===== src/rtl/i2c_csr_fifo.sv =====
// rtl/i2c_csr_fifo.sv - I2C master CSR block with TX command and RX data FIFOs
// Optional bus-hang timeout counter: define I2C_CSR_FIFO_TIMEOUT_EN.
module i2c_csr_fifo #(
  parameter int ADD_WIDTH  = 8,
  parameter int FIFO_DEPTH = 8,
  parameter int DIV_WIDTH  = 16
) (
  input  logic                 aclk,
  input  logic                 aresetn,
  input  logic [ADD_WIDTH-1:0] addr,
  input  logic [31:0]          wdata,
  input  logic                 wren,
  input  logic                 rden,
  output logic [31:0]          rdata,
  output logic                 cmd_valid,
  input  logic                 cmd_ready,
  output logic [7:0]           cmd_data,
  output logic                 cmd_start,
  output logic                 cmd_stop,
  output logic                 cmd_read,
  input  logic                 rx_valid,
  input  logic [7:0]           rx_data,
  input  logic                 core_busy,
  input  logic                 core_nack,
  input  logic                 core_arb_lost,
  output logic                 core_abort,
  output logic                 core_enable,
  output logic [6:0]           slave_addr,
  output logic [DIV_WIDTH-1:0] clk_div,
  output logic                 interrupt
);

  localparam int PW = $clog2(FIFO_DEPTH);
  localparam int CW = PW + 1;

  logic [5:0]    word;
  logic          en;
  logic [6:0]    int_stat;
  logic [6:0]    int_en;
  logic [6:0]    int_view;
  logic [6:0]    int_set;
  logic [6:0]    int_clr;
  logic [31:0]   rd_mux;
  logic          flush_wr;
  logic          to_hit;
  logic [15:0]   timeout_view;
  logic          unused_bits;

  logic [10:0]   tx_mem [FIFO_DEPTH];
  logic [PW-1:0] tx_wp, tx_rp;
  logic [CW-1:0] tx_count, tx_count_nxt;
  logic          tx_full, tx_empty, tx_wr, tx_push, tx_pop, tx_ovf, tx_empty_evt;

  logic [7:0]    rx_mem [FIFO_DEPTH];
  logic [PW-1:0] rx_wp, rx_rp;
  logic [CW-1:0] rx_count, rx_count_nxt;
  logic          rx_full, rx_empty, rx_push, rx_pop, rx_ovf;

  assign word        = addr[7:2];
  assign unused_bits = ^{addr[1:0], wdata[31:11]};
  assign flush_wr    = wren && (word == 6'd0) && wdata[1];
  assign core_enable = en;

  assign tx_full   = (tx_count == CW'(FIFO_DEPTH));
  assign tx_empty  = (tx_count == '0);
  assign tx_wr     = wren && (word == 6'd2);
  assign tx_push   = tx_wr && !tx_full;
  assign tx_ovf    = tx_wr && tx_full;
  assign cmd_valid = en && !tx_empty;
  assign tx_pop    = cmd_valid && cmd_ready;
  assign cmd_data  = tx_mem[tx_rp][7:0];
  assign cmd_start = tx_mem[tx_rp][8];
  assign cmd_stop  = tx_mem[tx_rp][9];
  assign cmd_read  = tx_mem[tx_rp][10];

  assign rx_full  = (rx_count == CW'(FIFO_DEPTH));
  assign rx_empty = (rx_count == '0);
  assign rx_pop   = rden && (word == 6'd3) && !rx_empty;
  // A pop frees the slot the same-cycle push lands in, so a full FIFO can still accept.
  assign rx_push  = rx_valid && (!rx_full || rx_pop);
  assign rx_ovf   = rx_valid && rx_full && !rx_pop;

  // Next FIFO occupancy; flush wins over any push or pop in the write cycle.
  always_comb begin
    tx_count_nxt = tx_count;
    rx_count_nxt = rx_count;
    if (flush_wr) begin
      tx_count_nxt = '0;
      rx_count_nxt = '0;
    end else begin
      if (tx_push && !tx_pop)      tx_count_nxt = tx_count + 1'b1;
      else if (!tx_push && tx_pop) tx_count_nxt = tx_count - 1'b1;
      if (rx_push && !rx_pop)      rx_count_nxt = rx_count + 1'b1;
      else if (!rx_push && rx_pop) rx_count_nxt = rx_count - 1'b1;
    end
  end

  assign tx_empty_evt = (tx_count == CW'(1)) && (tx_count_nxt == '0);

  // Interrupt status view: RX_AVAIL is a live level, never stored.
  assign int_view = {int_stat[6], ~rx_empty, int_stat[4:0]};
  assign int_set  = {to_hit, 1'b0, tx_empty_evt, core_arb_lost, core_nack, rx_ovf, tx_ovf};
  assign int_clr  = (wren && (word == 6'd6)) ? wdata[6:0] : 7'h00;

`ifdef I2C_CSR_FIFO_TIMEOUT_EN
  logic [15:0] timeout_reg;
  logic [15:0] to_cnt;

  // Timeout fires on the busy cycle where the count would reach the limit.
  always_comb begin
    to_hit = en && core_busy && (timeout_reg != 16'h0) && ((to_cnt + 16'd1) == timeout_reg);
  end

  // Timeout limit register and busy-cycle counter.
  always_ff @(posedge aclk or negedge aresetn) begin
    if (!aresetn) begin
      timeout_reg <= 16'hFFFF;
      to_cnt      <= 16'h0;
    end else begin
      if (wren && (word == 6'd9)) timeout_reg <= wdata[15:0];
      if (!core_busy || !en || (timeout_reg == 16'h0) || to_hit) to_cnt <= 16'h0;
      else                                                     to_cnt <= to_cnt + 16'd1;
    end
  end

  assign timeout_view = timeout_reg;
`else
  assign to_hit       = 1'b0;
  assign timeout_view = 16'h0;
`endif

  // Read-data mux; unmapped words read zero.
  always_comb begin
    rd_mux = 32'h0;
    case (word)
      6'd0: rd_mux[0]   = en;
      6'd1: rd_mux[4:0] = {rx_empty, rx_full, tx_empty, tx_full, core_busy};
      6'd3: rd_mux[8:0] = rx_empty ? 9'h000 : {1'b1, rx_mem[rx_rp]};
      6'd4: rd_mux[6:0] = slave_addr;
      6'd5: rd_mux[DIV_WIDTH-1:0] = clk_div;
      6'd6: rd_mux[6:0] = int_view;
      6'd7: rd_mux[6:0] = int_en;
      6'd8: rd_mux[15:0] = {8'(rx_count), 8'(tx_count)};
      6'd9: rd_mux[15:0] = timeout_view;
      default: rd_mux = 32'h0;
    endcase
  end

  // FIFO storage, not reset: contents are meaningless while the counts are zero.
  always_ff @(posedge aclk) begin
    if (tx_push) tx_mem[tx_wp] <= wdata[10:0];
    if (rx_push) rx_mem[rx_wp] <= rx_data;
  end

  // Control registers, FIFO pointers, read data and registered outputs.
  always_ff @(posedge aclk or negedge aresetn) begin
    if (!aresetn) begin
      en         <= 1'b0;
      slave_addr <= 7'h00;
      clk_div    <= DIV_WIDTH'(100);
      int_en     <= 7'h00;
      int_stat   <= 7'h00;
      rdata      <= 32'h0;
      core_abort <= 1'b0;
      interrupt  <= 1'b0;
      tx_wp      <= '0;
      tx_rp      <= '0;
      tx_count   <= '0;
      rx_wp      <= '0;
      rx_rp      <= '0;
      rx_count   <= '0;
    end else begin
      if (wren && (word == 6'd0)) en         <= wdata[0];
      if (wren && (word == 6'd4)) slave_addr <= wdata[6:0];
      if (wren && (word == 6'd5)) clk_div    <= wdata[DIV_WIDTH-1:0];
      if (wren && (word == 6'd7)) int_en     <= wdata[6:0];
      int_stat   <= ((int_stat & ~int_clr) | int_set) & 7'h5F;
      interrupt  <= |(int_view & int_en);
      core_abort <= flush_wr || to_hit;
      if (rden) rdata <= rd_mux;
      tx_count <= tx_count_nxt;
      rx_count <= rx_count_nxt;
      if (flush_wr) begin
        tx_wp <= '0;
        tx_rp <= '0;
        rx_wp <= '0;
        rx_rp <= '0;
      end else begin
        if (tx_push) tx_wp <= tx_wp + 1'b1;
        if (tx_pop)  tx_rp <= tx_rp + 1'b1;
        if (rx_push) rx_wp <= rx_wp + 1'b1;
        if (rx_pop)  rx_rp <= rx_rp + 1'b1;
      end
    end
  end

endmodule


===== config.mk =====
export PLATFORM = sky130hd
export DESIGN_NAME = i2c_csr_fifo
export DESIGN_NICKNAME = d
export VERILOG_FILES = /design/src/rtl/i2c_csr_fifo.sv
export SDC_FILE = /design/constraint.sdc
export NUM_CORES = 1
export LEC_CHECK = 0
export BUFFER_PORTS_ARGS = -buffer_cell sky130_fd_sc_hd__buf_2
export CAP_MARGIN = 20
export CORE_MARGIN = 4
export CORE_UTILIZATION = 62
export DETAILED_ROUTE_END_ITERATION = 8
export PLACE_DENSITY = 0.95
export SLEW_MARGIN = 20
export SYNTH_ARGS = -nofsm -noshare
export SYNTH_HDL_FRONTEND = slang
export SYNTH_SLANG_ARGS = --single-unit
export TNS_END_PERCENT = 5

===== constraint.sdc =====
create_clock -name aclk -period 7.81 [get_ports aclk]
set_input_delay 0.781 -clock aclk [delete_from_list [all_inputs] [get_ports aclk]]
set_output_delay 0.781 -clock aclk [all_outputs]
set_load 0.01 [all_outputs]

# Word level (Yosys, flattened, before mapping)
# Memories as Yosys holds them, arrays and structs flattened.
# Cells that the tools add are included.
# totals
register_bits	75
ram_bits	152
input_bits	57
out_inout_bits	70
wordCells	105
memories	2
# classes
addsub	8
eq_ne	11
n_mux	25
n_bitwise	5
reduce_logical	40
# mem_list
memory	words	width	read_ports	rd_ports_with_merged_regs	write_ports	line	text
tx_mem	8	11	1	0	1	49	logic [10:0] tx_mem [FIFO_DEPTH];
rx_mem	8	8	1	0	1	54	logic [7:0] rx_mem [FIFO_DEPTH];
# ops
cell	count
case mux 4 bit (7 select lines)	1
== test 6 x 3 -> 1 bit (second input constant)	4
2-to-1 mux 3 bit	8
2-to-1 mux 4 bit	6
logical AND 1 bit	21
bitwise AND 7 bit	2
case mux 7 bit (2 select lines)	1
adder 3 x 1 -> 3 bit (second input constant)	4
== test 6 x 2 -> 1 bit (second input constant)	2
zero test 4 bit	3
case mux 2 bit (5 select lines)	1
2-to-1 mux 9 bit	1
adder 4 x 1 -> 4 bit (second input constant)	2
== test 4 bit (second input constant)	2
zero test 1 bit	8
case mux 1 bit (8 select lines)	1
nonzero test 2 bit	4
subtractor 4 x 1 -> 4 bit (second input constant)	2
2-to-1 mux 7 bit	1
inverter 7 bit	1
OR 7 x 5 -> 7 bit	1
OR reduction 7 bit	1
== test 6 x 1 -> 1 bit (second input constant)	1
== test 6 x 4 -> 1 bit (second input constant)	1
other kinds (7)	10

# Longest topological paths before layout
# Gate-level depths: netlist of the first run.
# logic_depth
word_depth	11
mapped_depth	10
depth_no_buf	9

# Worst setup path before layout of the first run
# No wires, ideal clock.
# synth_timing
path_type	input to register
from	input port addr[4]
to	memory rx_mem[1][0] (enable)
t_arrival_ps	2804
setup_slack_ps	4608
stages	6
path_cell_list	buf_6 -> nor4_4 -> and4_1 -> buf_6 -> o21ai_4 -> nor4b_1
# synth_via
elab_chain_len	7
# synth_lines
element	line	text
start, declared	10	input logic [ADD_WIDTH-1:0] addr,
== test 6 x 2 -> 1 bit	78	assign rx_pop = rden && (word == 6'd3) && !rx_empty;
logical AND 1 bit (2 in a row)	78	
logical OR 1 bit	80	assign rx_push = rx_valid && (!rx_full || rx_pop);
logical AND 1 bit	80	
2-to-1 mux 1 bit	152	if (rx_push) rx_mem[rx_wp] <= rx_data;
2-to-1 mux 1 bit (not written as such)	152	
end, declared	54	
# Every way passes these cells.

# Worst setup path after layout of the first run
# layout_timing
from	register tx_rp[1]
to	output port cmd_stop
# layout_via
elab_chain_len	1
# layout_lines
element	line	text
start, declared	50	logic [PW-1:0] tx_wp, tx_rp;
start signal, assigned	190	if (tx_pop) tx_rp <= tx_rp + 1'b1;
memory (8 x 11 bit)	n/a	
end, declared	19	output logic cmd_stop,
# Every way passes these cells.

==> impl_results.html, run 1 <==
<table>
<tr><th>Metric</th><th>Value</th></tr>
<tr><th colspan="2">STA</th></tr>
<tr><td>Max-slew violation count</td><td>0</td></tr>
<tr><td>Peak clock frequency supported by timing</td><td>0.311 GHz</td></tr>
<tr><td>Clock period minus final worst setup slack</td><td>3.22 ns</td></tr>
<tr><td>Final worst path period share</td><td>41.2%</td></tr>
<tr><td>Unrepaired setup endpoints after global routing</td><td>no</td></tr>
<tr><td>Transition time at the pin with the least slew margin</td><td>1.06 ns</td></tr>
<tr><td>Setup total negative slack</td><td>0 ns</td></tr>
<tr><td>Final setup fails</td><td>0</td></tr>
<tr><td>Worst Clk Skew</td><td>0.0162 ns</td></tr>
<tr><td>Slew headroom</td><td>29.4%</td></tr>
<tr><td>Hold violation count in the final report</td><td>0</td></tr>
<tr><th colspan="2">Global route</th></tr>
<tr><td>Antenna violations before repair</td><td>4</td></tr>
<tr><td>Global-route wire length before repair</td><td>33.8 mm</td></tr>
<tr><td>Pin count of the biggest net entering global routing</td><td>76</td></tr>
<tr><td>Vias in the first global route</td><td>6024</td></tr>
<tr><td>Congestion Overflow GR</td><td>0</td></tr>
<tr><td>Overall fraction of global-route tracks in use</td><td>24.7%</td></tr>
<tr><th colspan="2">Synth</th></tr>
<tr><td>Share of the synthesized area in the top cell type</td><td>46.6%</td></tr>
<tr><td>Post-synthesis area per instance</td><td>16.2 um^2</td></tr>
<tr><td>Post-synthesis adder-cell area fraction</td><td>1.35%</td></tr>
<tr><td>Instance count of the mapped netlist</td><td>606</td></tr>
<tr><td>Multiplexer share of the synthesized area</td><td>16.5%</td></tr>
<tr><td>Count of flip-flops with a built-in enable after synthesis</td><td>152</td></tr>
<tr><td>Yosys warning count</td><td>0</td></tr>
<tr><td>Most frequently used cell type in the post-synthesis netlist</td><td>edfxtp_1</td></tr>
<tr><td>Most used DFF post-synth</td><td>edfxtp_1</td></tr>
<tr><td>Main combinational cell family by area after synthesis</td><td>multiplexers</td></tr>
<tr><td>Compound-cell area share of the yosys netlist</td><td>5.13%</td></tr>
<tr><td>Post-Synth XOR/XNOR Area</td><td>0.983%</td></tr>
<tr><td>Leading post-synthesis cells by cell area</td><td>edfxtp_1 47%, dfrtp_1 18%, mux4_2 9.9%, mux2_2 4.8%, nor2_1 1.6%</td></tr>
<tr><td>Library cell with the largest summed area after synthesis</td><td>edfxtp_1</td></tr>
<tr><td>Syn Std Cell Area</td><td>9800 um^2</td></tr>
<tr><td>Sequential area share after synthesis</td><td>65.8%</td></tr>
<tr><td>Library cells used by synthesis</td><td>66</td></tr>
<tr><td>Yosys reg bits</td><td>227</td></tr>
<tr><td>Most used standard cells in the synthesized netlist</td><td>152 x edfxtp_1, 72 x dfrtp_1, 43 x mux4_2</td></tr>
<tr><td>Synth Area in Simple Gates</td><td>7.00%</td></tr>
<tr><td>Proportion of synthesized flip-flops having asynchronous set or reset</td><td>33.0%</td></tr>
<tr><th colspan="2">CTS</th></tr>
<tr><td>Post-CTS Hold Fix Bufs</td><td>0</td></tr>
<tr><td>Clock transition at the registers of the reported paths</td><td>0.06 ns</td></tr>
<tr><td>Post-cts sizing count</td><td>0</td></tr>
<tr><td>Post-CTS setup buffers</td><td>0</td></tr>
<tr><td>CTS Buf Count</td><td>22</td></tr>
<tr><td>Clock net sink count</td><td>227</td></tr>
<tr><td>Clock tree from TritonCTS</td><td>built</td></tr>
<tr><td>Clock buffer depth</td><td>3</td></tr>
<tr><td>CTS H-tree depth</td><td>1</td></tr>
<tr><td>Clock insertion delay at the later pin of the skew report</td><td>0.50 ns</td></tr>
<tr><td>Buffer type at the clock tree root</td><td>clkbuf_16</td></tr>
<tr><th colspan="2">Min path</th></tr>
<tr><td>Worst min-delay path category</td><td>primary input to async pin</td></tr>
<tr><th colspan="2">Setup path</th></tr>
<tr><td>Ordered cell list for the critical path</td><td>mux4_2 &gt; mux2_2 &gt; buf_2</td></tr>
<tr><td>Longest individual stage delay on the worst path</td><td>1.04 ns</td></tr>
<tr><td>Endpoint kind of the worst setup timing path</td><td>output pin</td></tr>
<tr><td>Critical path data arrival time</td><td>2.44 ns</td></tr>
<tr><td>Setup Crit Path Kind</td><td>flip-flop to output pin</td></tr>
<tr><td>CP max FO</td><td>24</td></tr>
<tr><td>Critical-path cell with the highest stage delay</td><td>dfrtp_1</td></tr>
<tr><td>Buffers and inverters on the worst path</td><td>1</td></tr>
<tr><td>Sort of element at the start of the critical path</td><td>flip-flop</td></tr>
<tr><td>Kind of cell with the highest combined delay on the critical path</td><td>flip-flops</td></tr>
<tr><td>Required time at the endpoint of the critical path</td><td>7.03 ns</td></tr>
<tr><th colspan="2">Cells and area</th></tr>
<tr><td>Number of nets in the layout</td><td>772</td></tr>
<tr><td>Syn-to-layout area delta</td><td>13.6%</td></tr>
<tr><td>Final non-filler cell area</td><td>11100 um^2</td></tr>
<tr><td>Share of layout cells above drive strength 1</td><td>33.6%</td></tr>
<tr><td>Non-filler cells, final</td><td>935</td></tr>
<tr><th colspan="2">Pwr</th></tr>
<tr><td>VDD IR-drop max</td><td>0.199 mV</td></tr>
<tr><td>Power per cell area</td><td>295 nW/um^2</td></tr>
<tr><td>Leakage power of the design</td><td>4.23 nW</td></tr>
<tr><th colspan="2">Run status</th></tr>
<tr><td>Result of the run</td><td>finished, final reports clean</td></tr>
<tr><th colspan="2">Place</th></tr>
<tr><td>Count of placed standard cells including taps</td><td>892</td></tr>
<tr><td>DP Wirelength</td><td>14.9 mm</td></tr>
<tr><td>Routability cong.</td><td>0.939</td></tr>
<tr><td># port buffers</td><td>92</td></tr>
<tr><td>Placed Instance Area</td><td>10400 um^2</td></tr>
<tr><th colspan="2">Job</th></tr>
<tr><td>Max-cap violations</td><td>0</td></tr>
<tr><th colspan="2">Drt</th></tr>
<tr><td>Final routed DRC violation total</td><td>0</td></tr>
<tr><td>Number of design-rule violations left by the first detailed-router iteration</td><td>524</td></tr>
<tr><td>First-pass iteration count of the detailed router</td><td>5</td></tr>
<tr><td>ANT nets after route</td><td>0</td></tr>
<tr><td>Vias</td><td>5775</td></tr>
<tr><td>Post-detailed-routing wire length</td><td>21.9 mm</td></tr>
<tr><td>Routed wire length per instance</td><td>23.4 um</td></tr>
<tr><td>Drt via density</td><td>6.18</td></tr>
<tr><th colspan="2">Die</th></tr>
<tr><td>Die Ht</td><td>134 um</td></tr>
<tr><td>I/O pin count</td><td>127</td></tr>
<tr><td>X dimension of the die</td><td>134 um</td></tr>
<tr><td>Die footprint</td><td>17900 um^2</td></tr>
<tr><td>Initial Util</td><td>63.8%</td></tr>
<tr><td>Floorplan row count</td><td>45</td></tr>
<tr><td>Floorplan Core Area</td><td>15400 um^2</td></tr>
</table>
==> cells by family (layout without fill, tap and decap cells) <==
group | after synthesis | in the layout
XOR/XNOR | 11 | 11
AO/OA/AOI/OAI | 64 | 64
buffers and inverters | 60 | 160
other | 1 | 19
AND/OR/NAND/NOR | 132 | 132
multiplexers | 101 | 101
flip-flops | 227 | 227
adder cells (fa/ha/maj) | 10 | 10
==> cell type report <==
cell class / instances / area [um^2]
repair buffers: 107 / 576
flip-flops and latches: 227 / 6450
multi-input cells: 334 / 3100
clock inverters: 4 / 35.0
diodes: 3 / 7.51
inverters: 13 / 48.8
clock buffers: 36 / 663
fillers: 924 / 4230
well taps: 211 / 264
==> routing by layer <==
metal	global-route usage, %	wire length, um	vias to the layer above
met5	0	8	-
met4	7.43	619	2
met3	4.72	1500	48
met2	44.5	11800	242
met1	30.4	7960	2964
li1	-	-	2519
==> worst register-to-register path, stage by stage, from the launching register on <==
cell,delay [ns]
dfrtp_1,0.44
or4_1,0.71
a41oi_2,0.34
nand2_1,0.15
ha_1,0.28
a21o_1,0.17
a21o_1,0.18
and3_1,0.19
o21a_1,0.18
nor3_1,0.15
==> sequential cells by signal (all words and copies together) (netlist names), 3 cells and up <==
register and count:
tx_mem 88, rx_mem 64, clk_div 16, rdata 16, int_en 7, slave_addr 7
int_stat 6, rx_count 4, tx_count 4, rx_rp 3, rx_wp 3, tx_rp 3
tx_wp 3
==> placed cells by master, fill, tap and decap left out, types with 4 or more instances in the layout <==
cell type	netlist	final
o21a_1	4	4
a22oi_1	4	4
nor2_1	41	41
and3_1	5	5
mux2_2	42	42
a21o_1	5	5
nand2_1	27	27
xor2_1	4	4
conb_1	1	16
clkbuf_1	12	8
a21oi_1	8	8
nor4b_1	4	4
mux2i_1	15	15
ha_1	9	9
buf_4	17	16
inv_1	12	12
clkbuf_8	0	6
nand3_1	9	9
edfxtp_1	152	152
o2bb2ai_1	6	6
nor3_1	18	18
a221oi_1	5	5
mux4_2	43	43
buf_2	14	91
clkbuf_16	0	22
dfrtp_1	72	71
o21ai_0	7	7
xnor2_1	7	7
==> stage by stage <==
| stage | util, % | hold slack, ns | worst slack (ns) | power, mW |
|---|---|---|---|---|
| after floorplan | - | 0.463 | 4.61 | 2.06 |
| after global placement | 67.9 | 0.476 | 4.32 | 2.23 |
| after detailed placement | 67.9 | 0.472 | 4.22 | 2.29 |
| after CTS | 72.4 | 0.445 | 4.56 | 3.30 |
| after global routing | 72.5 | 0.458 | 4.51 | 3.43 |
| final | 72.5 | 0.423 | 4.59 | 3.28 |
==> path summary, 6_finish.rpt <==
path / startpoint / endpoint / slack (ns) / cells past startpoint
max in group asynchronous: aresetn / rx_rp[0] / 6.75 / 1
min in group aclk: core_arb_lost / int_stat[3] / 0.46 / 2
min reg2reg: rdata[6] / rdata[6] / 0.49 / 1
max: tx_rp[1] / cmd_stop / 4.59 / 3
min: aresetn / rx_count[3] / 0.42 / 1
max reg2reg: rx_count[0] / rx_count[3] / 4.92 / 9
==> where the power goes <==
part	total, mW	internal [mW]	switching (mW)	leakage, nW
Clock	1.01	0.582	0.428	0.343
Combinational	0.705	0.368	0.338	1.56
Sequential	1.57	1.41	0.158	2.33
No activity file was read; power rests on OpenSTA's default activity.
==> run 2: changes to the inputs <==
- ABC_AREA: not set -> 1
- CORE_UTILIZATION: 62 -> 58
- PLACE_DENSITY: 0.95 -> 0.9
- clock period: 7.81 -> 3.2 ns (I/O delays scaled with it)
==> run 2 against run 1 <==
Net effect: clock-buffer cell count decreased by 5; combinational power increased to 3.1 times the previous value; via count increased by 24%; sequential share of layout area about the same; global-route usage decreased by 1.0 points; synthesized area decreased by 0.31%; hold slack got worse by 0.36 ns; sequential power increased by 130%; non-clock buffer count increased by 4; clock power increased by 140%; design area about the same.
==> impl_results.html, run 2 <==
<table>
<tr><th>Metric</th><th>Value</th></tr>
<tr><th colspan="2">Cells and area</th></tr>
<tr><td>Top Registers</td><td>tx_mem (88), rx_mem (64)</td></tr>
<tr><td>Most common library cell in the layout ignoring fill and taps</td><td>nor2_1</td></tr>
<tr><td>Non-filler cells, final</td><td>1251</td></tr>
<tr><td>Share of layout cells above drive strength 1</td><td>16.5%</td></tr>
<tr><td>Register with the most flip-flops</td><td>tx_mem</td></tr>
<tr><td>Syn-to-layout area delta</td><td>14.0%</td></tr>
<tr><td>Most used cells in the layout excluding fill and tap cells</td><td>161 x nor2_1, 152 x edfxtp_1, 125 x nand2_1, 117 x o21ai_0, 91 x buf_2</td></tr>
<tr><td>Number of inserted diodes</td><td>0</td></tr>
<tr><td>Max FFs per register</td><td>88</td></tr>
<tr><td>Final non-filler cell area</td><td>11100 um^2</td></tr>
<tr><td>Number of inserted filler cells in the final layout</td><td>1166</td></tr>
<tr><td>Number of nets in the layout</td><td>1082</td></tr>
<tr><td>Multi-input combinational cell area</td><td>2870 um^2</td></tr>
<tr><td>Combined flip-flop and latch cell area</td><td>6440 um^2</td></tr>
<tr><th colspan="2">STA</th></tr>
<tr><td>Final hold slack</td><td>0.0593 ns</td></tr>
<tr><td>Hold violation count in the final report</td><td>0</td></tr>
<tr><td>Worst Clk Skew</td><td>0.0173 ns</td></tr>
<tr><td>Final worst path period share</td><td>84.8%</td></tr>
<tr><td>Max-slew violation count</td><td>0</td></tr>
<tr><td>Transition time at the pin with the least slew margin</td><td>0.935 ns</td></tr>
<tr><td>Setup total negative slack</td><td>0 ns</td></tr>
<tr><td>Peak clock frequency supported by timing</td><td>0.368 GHz</td></tr>
<tr><td>Final setup fails</td><td>0</td></tr>
<tr><td>Slew headroom</td><td>37.7%</td></tr>
<tr><td>Clock period minus final worst setup slack</td><td>2.71 ns</td></tr>
<tr><td>Unrepaired setup endpoints after global routing</td><td>no</td></tr>
<tr><th colspan="2">Die</th></tr>
<tr><td>X dimension of the die</td><td>138 um</td></tr>
<tr><td>I/O pin count</td><td>127</td></tr>
<tr><td>Initial Util</td><td>59.1%</td></tr>
<tr><td>Floorplan Core Area</td><td>16500 um^2</td></tr>
<tr><td>Die Ht</td><td>138 um</td></tr>
<tr><td>Floorplan row count</td><td>47</td></tr>
<tr><td>Die footprint</td><td>19000 um^2</td></tr>
<tr><th colspan="2">Global route</th></tr>
<tr><td>Vias in the first global route</td><td>6833</td></tr>
<tr><td>Overall fraction of global-route tracks in use</td><td>23.7%</td></tr>
<tr><td>Global-route wire length before repair</td><td>35.0 mm</td></tr>
<tr><td>Pin count of the biggest net entering global routing</td><td>76</td></tr>
<tr><td>Congestion Overflow GR</td><td>0</td></tr>
<tr><td>Antenna violations before repair</td><td>1</td></tr>
<tr><th colspan="2">CTS</th></tr>
<tr><td>CTS Buf Count</td><td>22</td></tr>
<tr><td>Clock tree from TritonCTS</td><td>built</td></tr>
<tr><td>CTS H-tree depth</td><td>1</td></tr>
<tr><td>Buffer type at the clock tree root</td><td>clkbuf_16</td></tr>
<tr><td>Clock insertion delay at the later pin of the skew report</td><td>0.50 ns</td></tr>
<tr><td>Clock buffer depth</td><td>3</td></tr>
<tr><td>Clock transition at the registers of the reported paths</td><td>0.07 ns</td></tr>
<tr><td>Post-CTS setup buffers</td><td>0</td></tr>
<tr><td>Post-cts sizing count</td><td>0</td></tr>
<tr><td>Clock net sink count</td><td>227</td></tr>
<tr><th colspan="2">Place</th></tr>
<tr><td>Placed Instance Area</td><td>10400 um^2</td></tr>
<tr><td>DP Wirelength</td><td>15.2 mm</td></tr>
<tr><td># port buffers</td><td>92</td></tr>
<tr><td>Routability cong.</td><td>0.905</td></tr>
<tr><td>Count of placed standard cells including taps</td><td>1210</td></tr>
<tr><th colspan="2">Pwr</th></tr>
<tr><td>Power per cell area</td><td>745 nW/um^2</td></tr>
<tr><td>VDD IR-drop max</td><td>0.546 mV</td></tr>
<tr><td>Power, Total</td><td>8.30 mW</td></tr>
<tr><td>Leakage power of the design</td><td>4.63 nW</td></tr>
<tr><th colspan="2">Synth</th></tr>
<tr><td>Sequential area share after synthesis</td><td>66.0%</td></tr>
<tr><td>Most used DFF post-synth</td><td>edfxtp_1</td></tr>
<tr><td>Syn Std Cell Area</td><td>9770 um^2</td></tr>
<tr><td>Library cell with the largest summed area after synthesis</td><td>edfxtp_1</td></tr>
<tr><td>Post-synthesis area per instance</td><td>10.7 um^2</td></tr>
<tr><td>Proportion of synthesized flip-flops having asynchronous set or reset</td><td>33.0%</td></tr>
<tr><td>Share of the synthesized area in the top cell type</td><td>46.7%</td></tr>
<tr><td>Library cells used by synthesis</td><td>42</td></tr>
<tr><td>Leading post-synthesis cells by cell area</td><td>edfxtp_1 47%, dfrtp_1 18%, nor2_1 6.2%, o21ai_0 6.0%, nand2_1 4.8%</td></tr>
<tr><td>Most used standard cells in the synthesized netlist</td><td>161 x nor2_1, 152 x edfxtp_1, 125 x nand2_1</td></tr>
<tr><td>Instance count of the mapped netlist</td><td>915</td></tr>
<tr><td>Yosys warning count</td><td>0</td></tr>
<tr><td>Count of flip-flops with a built-in enable after synthesis</td><td>152</td></tr>
<tr><td>Most frequently used cell type in the post-synthesis netlist</td><td>nor2_1</td></tr>
<tr><td>Yosys reg bits</td><td>227</td></tr>
<tr><th colspan="2">Drt</th></tr>
<tr><td>Amount of wire on met2 after detailed routing</td><td>11.5 mm</td></tr>
<tr><td>Post-detailed-routing wire length</td><td>22.4 mm</td></tr>
<tr><td>Number of design-rule violations left by the first detailed-router iteration</td><td>614</td></tr>
<tr><td>Met3 wire length</td><td>1.84 mm</td></tr>
<tr><td>First-pass iteration count of the detailed router</td><td>4</td></tr>
<tr><td>ANT nets after route</td><td>0</td></tr>
<tr><td>Vias</td><td>7134</td></tr>
<tr><td>Final routed DRC violation total</td><td>0</td></tr>
<tr><td>Routed wire length per instance</td><td>17.9 um</td></tr>
<tr><td>Post-Route M1 WL</td><td>8.22 mm</td></tr>
<tr><td>Uppermost signal routing layer after detailed routing</td><td>met5</td></tr>
<tr><td>Drt via density</td><td>5.70</td></tr>
<tr><th colspan="2">Min path</th></tr>
<tr><td>Worst min-delay path category</td><td>primary input to flip-flop</td></tr>
<tr><th colspan="2">Setup path</th></tr>
<tr><td>Endpoint kind of the worst setup timing path</td><td>output pin</td></tr>
<tr><td>Sort of element at the start of the critical path</td><td>flip-flop</td></tr>
<tr><td>Setup Crit Path Kind</td><td>flip-flop to output pin</td></tr>
<tr><td>CP max FO</td><td>27</td></tr>
<tr><td>Required time at the endpoint of the critical path</td><td>2.88 ns</td></tr>
<tr><td>Critical path data arrival time</td><td>2.39 ns</td></tr>
<tr><th colspan="2">Job</th></tr>
<tr><td>Max-cap violations</td><td>0</td></tr>
<tr><th colspan="2">Run status</th></tr>
<tr><td>Result of the run</td><td>finished, final reports clean</td></tr>
</table>
==> run 2: cell count changes after synthesis, moves of 19 or more <==
cell,before,now
nand2_1,27,125
o21ai_0,7,117
o22ai_1,0,19
mux2_2,42,4
nor2_1,41,161
inv_1,12,61
mux4_2,43,0
==> run 2: power by group <==
part	switching [mW]	total (mW)	internal, mW
Clock	1.05	2.45	1.41
Sequential	0.216	3.66	3.45
Combinational	1.45	2.19	0.740
Total	2.71	8.30	5.59
==> run 2: repair_timing <==
action | in CTS | in global routing
endpoints found under the setup margin | 0 | 0
hold endpoints to repair | 48 | 0
hold buffers | 1 | 0
==> run 2: path summary, 6_finish.rpt <==
kind | slack (ns) | from | endpoint | cells after the start
setup / recovery | 0.49 | tx_rp[0] | cmd_start | 5
hold / removal | 0.06 | wdata[15] | clk_div[15] | 3
setup reg to reg | 0.72 | rx_count[1] | rx_mem[7][3] | 10
hold reg to reg | 0.47 | rdata[2] | rdata[2] | 2
max in group asynchronous | 2.07 | aresetn | rx_wp[0] | 2
min in group asynchronous | 0.50 | aresetn | clk_div[7] | 2
==> run 2: layout make-up <==
class | count | share of cell area (%)
Sequential cell | 227 | 57.8
Multi-Input combinational cell | 585 | 25.7
Clock buffer | 31 | 5.79
Timing Repair Buffer | 111 | 5.46
Tap cell | 220 | 2.47
Inverter | 68 | 2.30
Clock inverter | 9 | 0.404
==> run 2: per-stage QoR <==
| stage | util [%] | setup slack (ns) |
|---|---|---|
| after CTS | 67.4 | 0.463 |
| after floorplan | - | 0.795 |
| after global routing | 67.4 | 0.283 |
| final | 67.4 | 0.486 |
| after detailed placement | 63.2 | 0.538 |
| after global placement | 63.2 | 0.722 |
==> run 2: per-layer routing <==
layer / global-route usage (%) / vias to the layer above
li1: - / 3331
met1: 28.5 / 3383
met2: 42.1 / 335
met3: 4.86 / 83
met4: 8.45 / 2
met5: 0 / -
==> run 2: kinds of logic (layout without fill, tap and decap cells) <==
| family | Yosys count | in the layout | synth area share, % |
|---|---|---|---|
| simple gates | 345 | 345 | 14.7 |
| flops | 227 | 227 | 66.0 |
| compound gates | 204 | 204 | 11.7 |
| buf+inv | 118 | 219 | 5.26 |
| fa+ha+maj | 10 | 10 | 1.36 |
| xor+xnor | 6 | 6 | 0.538 |
| mux | 4 | 4 | 0.461 |
| other cells | 1 | 16 | 0.0384 |
==> run 2: worst max-delay path, cell delays in order (launching register included) <==
cell,delay [ns]
dfrtp_1,0.35
clkinv_1,0.55
buf_4,0.44
o21ai_0,0.23
a31oi_1,0.12
buf_2,0.19
==> run 3: changes to the inputs <==
- clock period: 3.2 -> 2.6 ns (I/O delays scaled with it)
==> run 3 against run 2 <==
Net effect: cell count increased by 1.1%; hold slack worse by 0.044 ns; clock power grew 47%; global-route usage rose by 0.49 points; power is 31% higher; via count grew 2.0%; sequential power up 23%; clock skew decreased by 0.0054 ns; worst setup slack got worse by 0.42 ns; combinational power increased by 28%; register-to-register slack worse by 0.52 ns; critical path type unchanged.
==> impl_results.html, run 3 (same netlist as run 2, synthesis figures left out) <==
<table>
<tr><th>Metric</th><th>Value</th></tr>
<tr><th colspan="2">Global route</th></tr>
<tr><td>Congestion Overflow GR</td><td>0</td></tr>
<tr><td>Antenna violations before repair</td><td>1</td></tr>
<tr><td>Overall fraction of global-route tracks in use</td><td>24.1%</td></tr>
<tr><td>Vias in the first global route</td><td>6958</td></tr>
<tr><td>Pin count of the biggest net entering global routing</td><td>76</td></tr>
<tr><td>Global-route wire length before repair</td><td>35.6 mm</td></tr>
<tr><th colspan="2">Cells and area</th></tr>
<tr><td>Most common library cell in the layout ignoring fill and taps</td><td>nor2_1</td></tr>
<tr><td>Register with the most flip-flops</td><td>tx_mem</td></tr>
<tr><td>Non-filler cells, final</td><td>1265</td></tr>
<tr><td>Top Registers</td><td>tx_mem (88), rx_mem (64)</td></tr>
<tr><td>Number of inserted filler cells in the final layout</td><td>1113</td></tr>
<tr><td>Syn-to-layout area delta</td><td>16.5%</td></tr>
<tr><td>Most used cells in the layout excluding fill and tap cells</td><td>161 x nor2_1, 152 x edfxtp_1, 125 x nand2_1, 117 x o21ai_0, 91 x buf_2</td></tr>
<tr><td>Number of nets in the layout</td><td>1095</td></tr>
<tr><td>Max FFs per register</td><td>88</td></tr>
<tr><td>Fin util</td><td>68.9%</td></tr>
<tr><td>Number of inserted diodes</td><td>0</td></tr>
<tr><td>Share of layout cells above drive strength 1</td><td>17.4%</td></tr>
<tr><th colspan="2">STA</th></tr>
<tr><td>Peak clock frequency supported by timing</td><td>0.395 GHz</td></tr>
<tr><td>Transition time at the pin with the least slew margin</td><td>0.934 ns</td></tr>
<tr><td>Max-slew violation count</td><td>0</td></tr>
<tr><td>Clock period minus final worst setup slack</td><td>2.53 ns</td></tr>
<tr><td>Post-layout worst setup margin</td><td>0.0700 ns</td></tr>
<tr><td>Slew headroom</td><td>37.8%</td></tr>
<tr><td>Worst Clk Skew</td><td>0.0119 ns</td></tr>
<tr><td>Hold violation count in the final report</td><td>0</td></tr>
<tr><td>Setup total negative slack</td><td>0 ns</td></tr>
<tr><td>Unrepaired setup endpoints after global routing</td><td>no</td></tr>
<tr><td>Final worst path period share</td><td>97.3%</td></tr>
<tr><td>Final setup fails</td><td>0</td></tr>
<tr><th colspan="2">Pwr</th></tr>
<tr><td>VDD IR-drop max</td><td>0.737 mV</td></tr>
<tr><td>Switching component of the power</td><td>3.44 mW</td></tr>
<tr><td>Proportion of total power due to net switching</td><td>31.6%</td></tr>
<tr><td>Sequential power share</td><td>41.3%</td></tr>
<tr><td>Leakage power of the design</td><td>4.75 nW</td></tr>
<tr><td>Internal Power</td><td>7.44 mW</td></tr>
<tr><td>Power per cell area</td><td>956 nW/um^2</td></tr>
<tr><td>Proportion of power drawn by combinational gates</td><td>25.7%</td></tr>
<tr><td>Clock group share of total power</td><td>33.0%</td></tr>
<tr><th colspan="2">Job</th></tr>
<tr><td>Max-cap violations</td><td>0</td></tr>
<tr><th colspan="2">CTS</th></tr>
<tr><td>Buffer type at the clock tree root</td><td>clkbuf_16</td></tr>
<tr><td>Clock buffer depth</td><td>3</td></tr>
<tr><td>Clock net sink count</td><td>227</td></tr>
<tr><td>Clock tree from TritonCTS</td><td>built</td></tr>
<tr><td>Clock transition at the registers of the reported paths</td><td>0.06 ns</td></tr>
<tr><td>CTS Buf Count</td><td>23</td></tr>
<tr><td>CTS H-tree depth</td><td>1</td></tr>
<tr><td>Clock insertion delay at the later pin of the skew report</td><td>0.51 ns</td></tr>
<tr><th colspan="2">Place</th></tr>
<tr><td>Routability cong.</td><td>0.952</td></tr>
<tr><td>Pre-CTS setup slack</td><td>0.286 ns</td></tr>
<tr><td>Count of placed standard cells including taps</td><td>1218</td></tr>
<tr><td># port buffers</td><td>92</td></tr>
<tr><td>DP Wirelength</td><td>15.4 mm</td></tr>
<tr><th colspan="2">Min path</th></tr>
<tr><td>Count of cells along the worst hold path</td><td>3</td></tr>
<tr><td>End point of the worst hold path</td><td>clk_div[15]</td></tr>
<tr><td>Startpoint of the worst hold path</td><td>wdata[15]</td></tr>
<tr><td>Worst min-delay path category</td><td>primary input to flip-flop</td></tr>
<tr><th colspan="2">Drt</th></tr>
<tr><td>First-pass iteration count of the detailed router</td><td>5</td></tr>
<tr><td>Final routed DRC violation total</td><td>0</td></tr>
<tr><td>Number of design-rule violations left by the first detailed-router iteration</td><td>634</td></tr>
<tr><td>Routed wire length per instance</td><td>18.3 um</td></tr>
<tr><td>ANT nets after route</td><td>0</td></tr>
<tr><td>Post-detailed-routing wire length</td><td>23.2 mm</td></tr>
<tr><td>Drt via density</td><td>5.75</td></tr>
<tr><td>Vias</td><td>7274</td></tr>
<tr><th colspan="2">Setup path</th></tr>
<tr><td>Endpoint of the worst-slack reg-to-reg timing path</td><td>rx_count[3]</td></tr>
<tr><td>Critical path data arrival time</td><td>2.27 ns</td></tr>
<tr><td>Required time at the endpoint of the critical path</td><td>2.34 ns</td></tr>
<tr><td>Reg2reg setup slack</td><td>0.20 ns</td></tr>
<tr><td>Reg-to-Reg Start</td><td>rx_count[1]</td></tr>
<tr><td>Setup Crit Path Kind</td><td>flip-flop to output pin</td></tr>
<tr><td>Sort of element at the start of the critical path</td><td>flip-flop</td></tr>
<tr><td>Endpoint kind of the worst setup timing path</td><td>output pin</td></tr>
<tr><td>CP max FO</td><td>45</td></tr>
<tr><td>Reg2reg path depth</td><td>13</td></tr>
<tr><th colspan="2">Die</th></tr>
<tr><td>Initial Util</td><td>59.1%</td></tr>
<tr><td>I/O pin count</td><td>127</td></tr>
<tr><td>Die footprint</td><td>19000 um^2</td></tr>
<tr><td>X dimension of the die</td><td>138 um</td></tr>
<tr><td>Floorplan row count</td><td>47</td></tr>
<tr><td>Die Ht</td><td>138 um</td></tr>
<tr><td>Floorplan Core Area</td><td>16500 um^2</td></tr>
<tr><th colspan="2">Run status</th></tr>
<tr><td>Result of the run</td><td>finished, final reports clean</td></tr>
</table>
==> run 3: changes by cell type in the layout (fill, tap and decap cells not counted), moves of 3 or more <==
cell           delta
bufinv_16         +6
buf_4             +8
clkbuf_8          -3
dlygate4sd3_1     +4
==> run 3: per-stage QoR <==
stage          hold WS (ns)  area (um^2)  total power, mW
6_report             0.0154        11400             10.9
5_1_grt              0.0101        11400             11.4
4_1_cts              0.0116        11400             10.9
3_5_place_dp          0.453        10500             7.26
3_3_place_gp          0.451        10500             7.10
2_1_floorplan       -0.0356         9830             6.37
==> run 3: power groups by stage <==
stage	Clock, mW	Combinational [mW]	Sequential [mW]
4_1_cts	3.60	2.77	4.49
3_5_place_dp	0	2.70	4.55
5_1_grt	3.77	3.12	4.53
6_report	3.59	2.80	4.50
2_1_floorplan	0	1.86	4.51
3_3_place_gp	0	2.56	4.54
==> run 3: worst max path at each step <==
stage,startpoint,endpoint,slack (ns),cells after the start
2_1_floorplan,tx_count[0],tx_mem[1][0],0.19,7
3_3_place_gp,addr[4],rx_count[3],0.38,15
3_5_place_dp,rx_count[1],rx_count[3],0.29,13
4_1_cts,tx_rp[0],cmd_data[0],0.12,6
5_1_grt,tx_rp[0],cmd_data[0],0.01,6
6_report,tx_rp[0],cmd_data[0],0.07,6
==> run 3: timing repair <==
action | CTS | global route
buffers inserted | 0 | 0
resized for setup | 1 | 0
hold buffers | 5 | 0
hold endpoints to repair | 76 | 0
setup endpoints to repair | 10 | 0
==> run 3: final cells by class <==
type	instances	area, um^2	area share, %
flip-flops and latches	227	6440	56.6
clock inverters	15	229	2.01
multi-input cells	585	2870	25.2
inverters	68	258	2.26
repair buffers	123	708	6.22
clock buffers	27	601	5.28
well taps	220	275	2.42
==> run 3: metal layers <==
metal	part of all wire, %	vias up	GRT usage [%]
met5	0.030	-	0
met4	3.8	2	9.88
met3	7.4	78	3.87
met2	52	368	43.3
met1	37	3466	29.0
li1	-	3360	-
==> run 3: worst max-delay path: stages, from the launching register on <==
cell	delay (ns)
dfrtp_1	0.38
buf_4	0.43
o21ai_0	0.23
o22ai_1	0.25
nor2_1	0.07
a31oi_1	0.21
buf_2	0.17
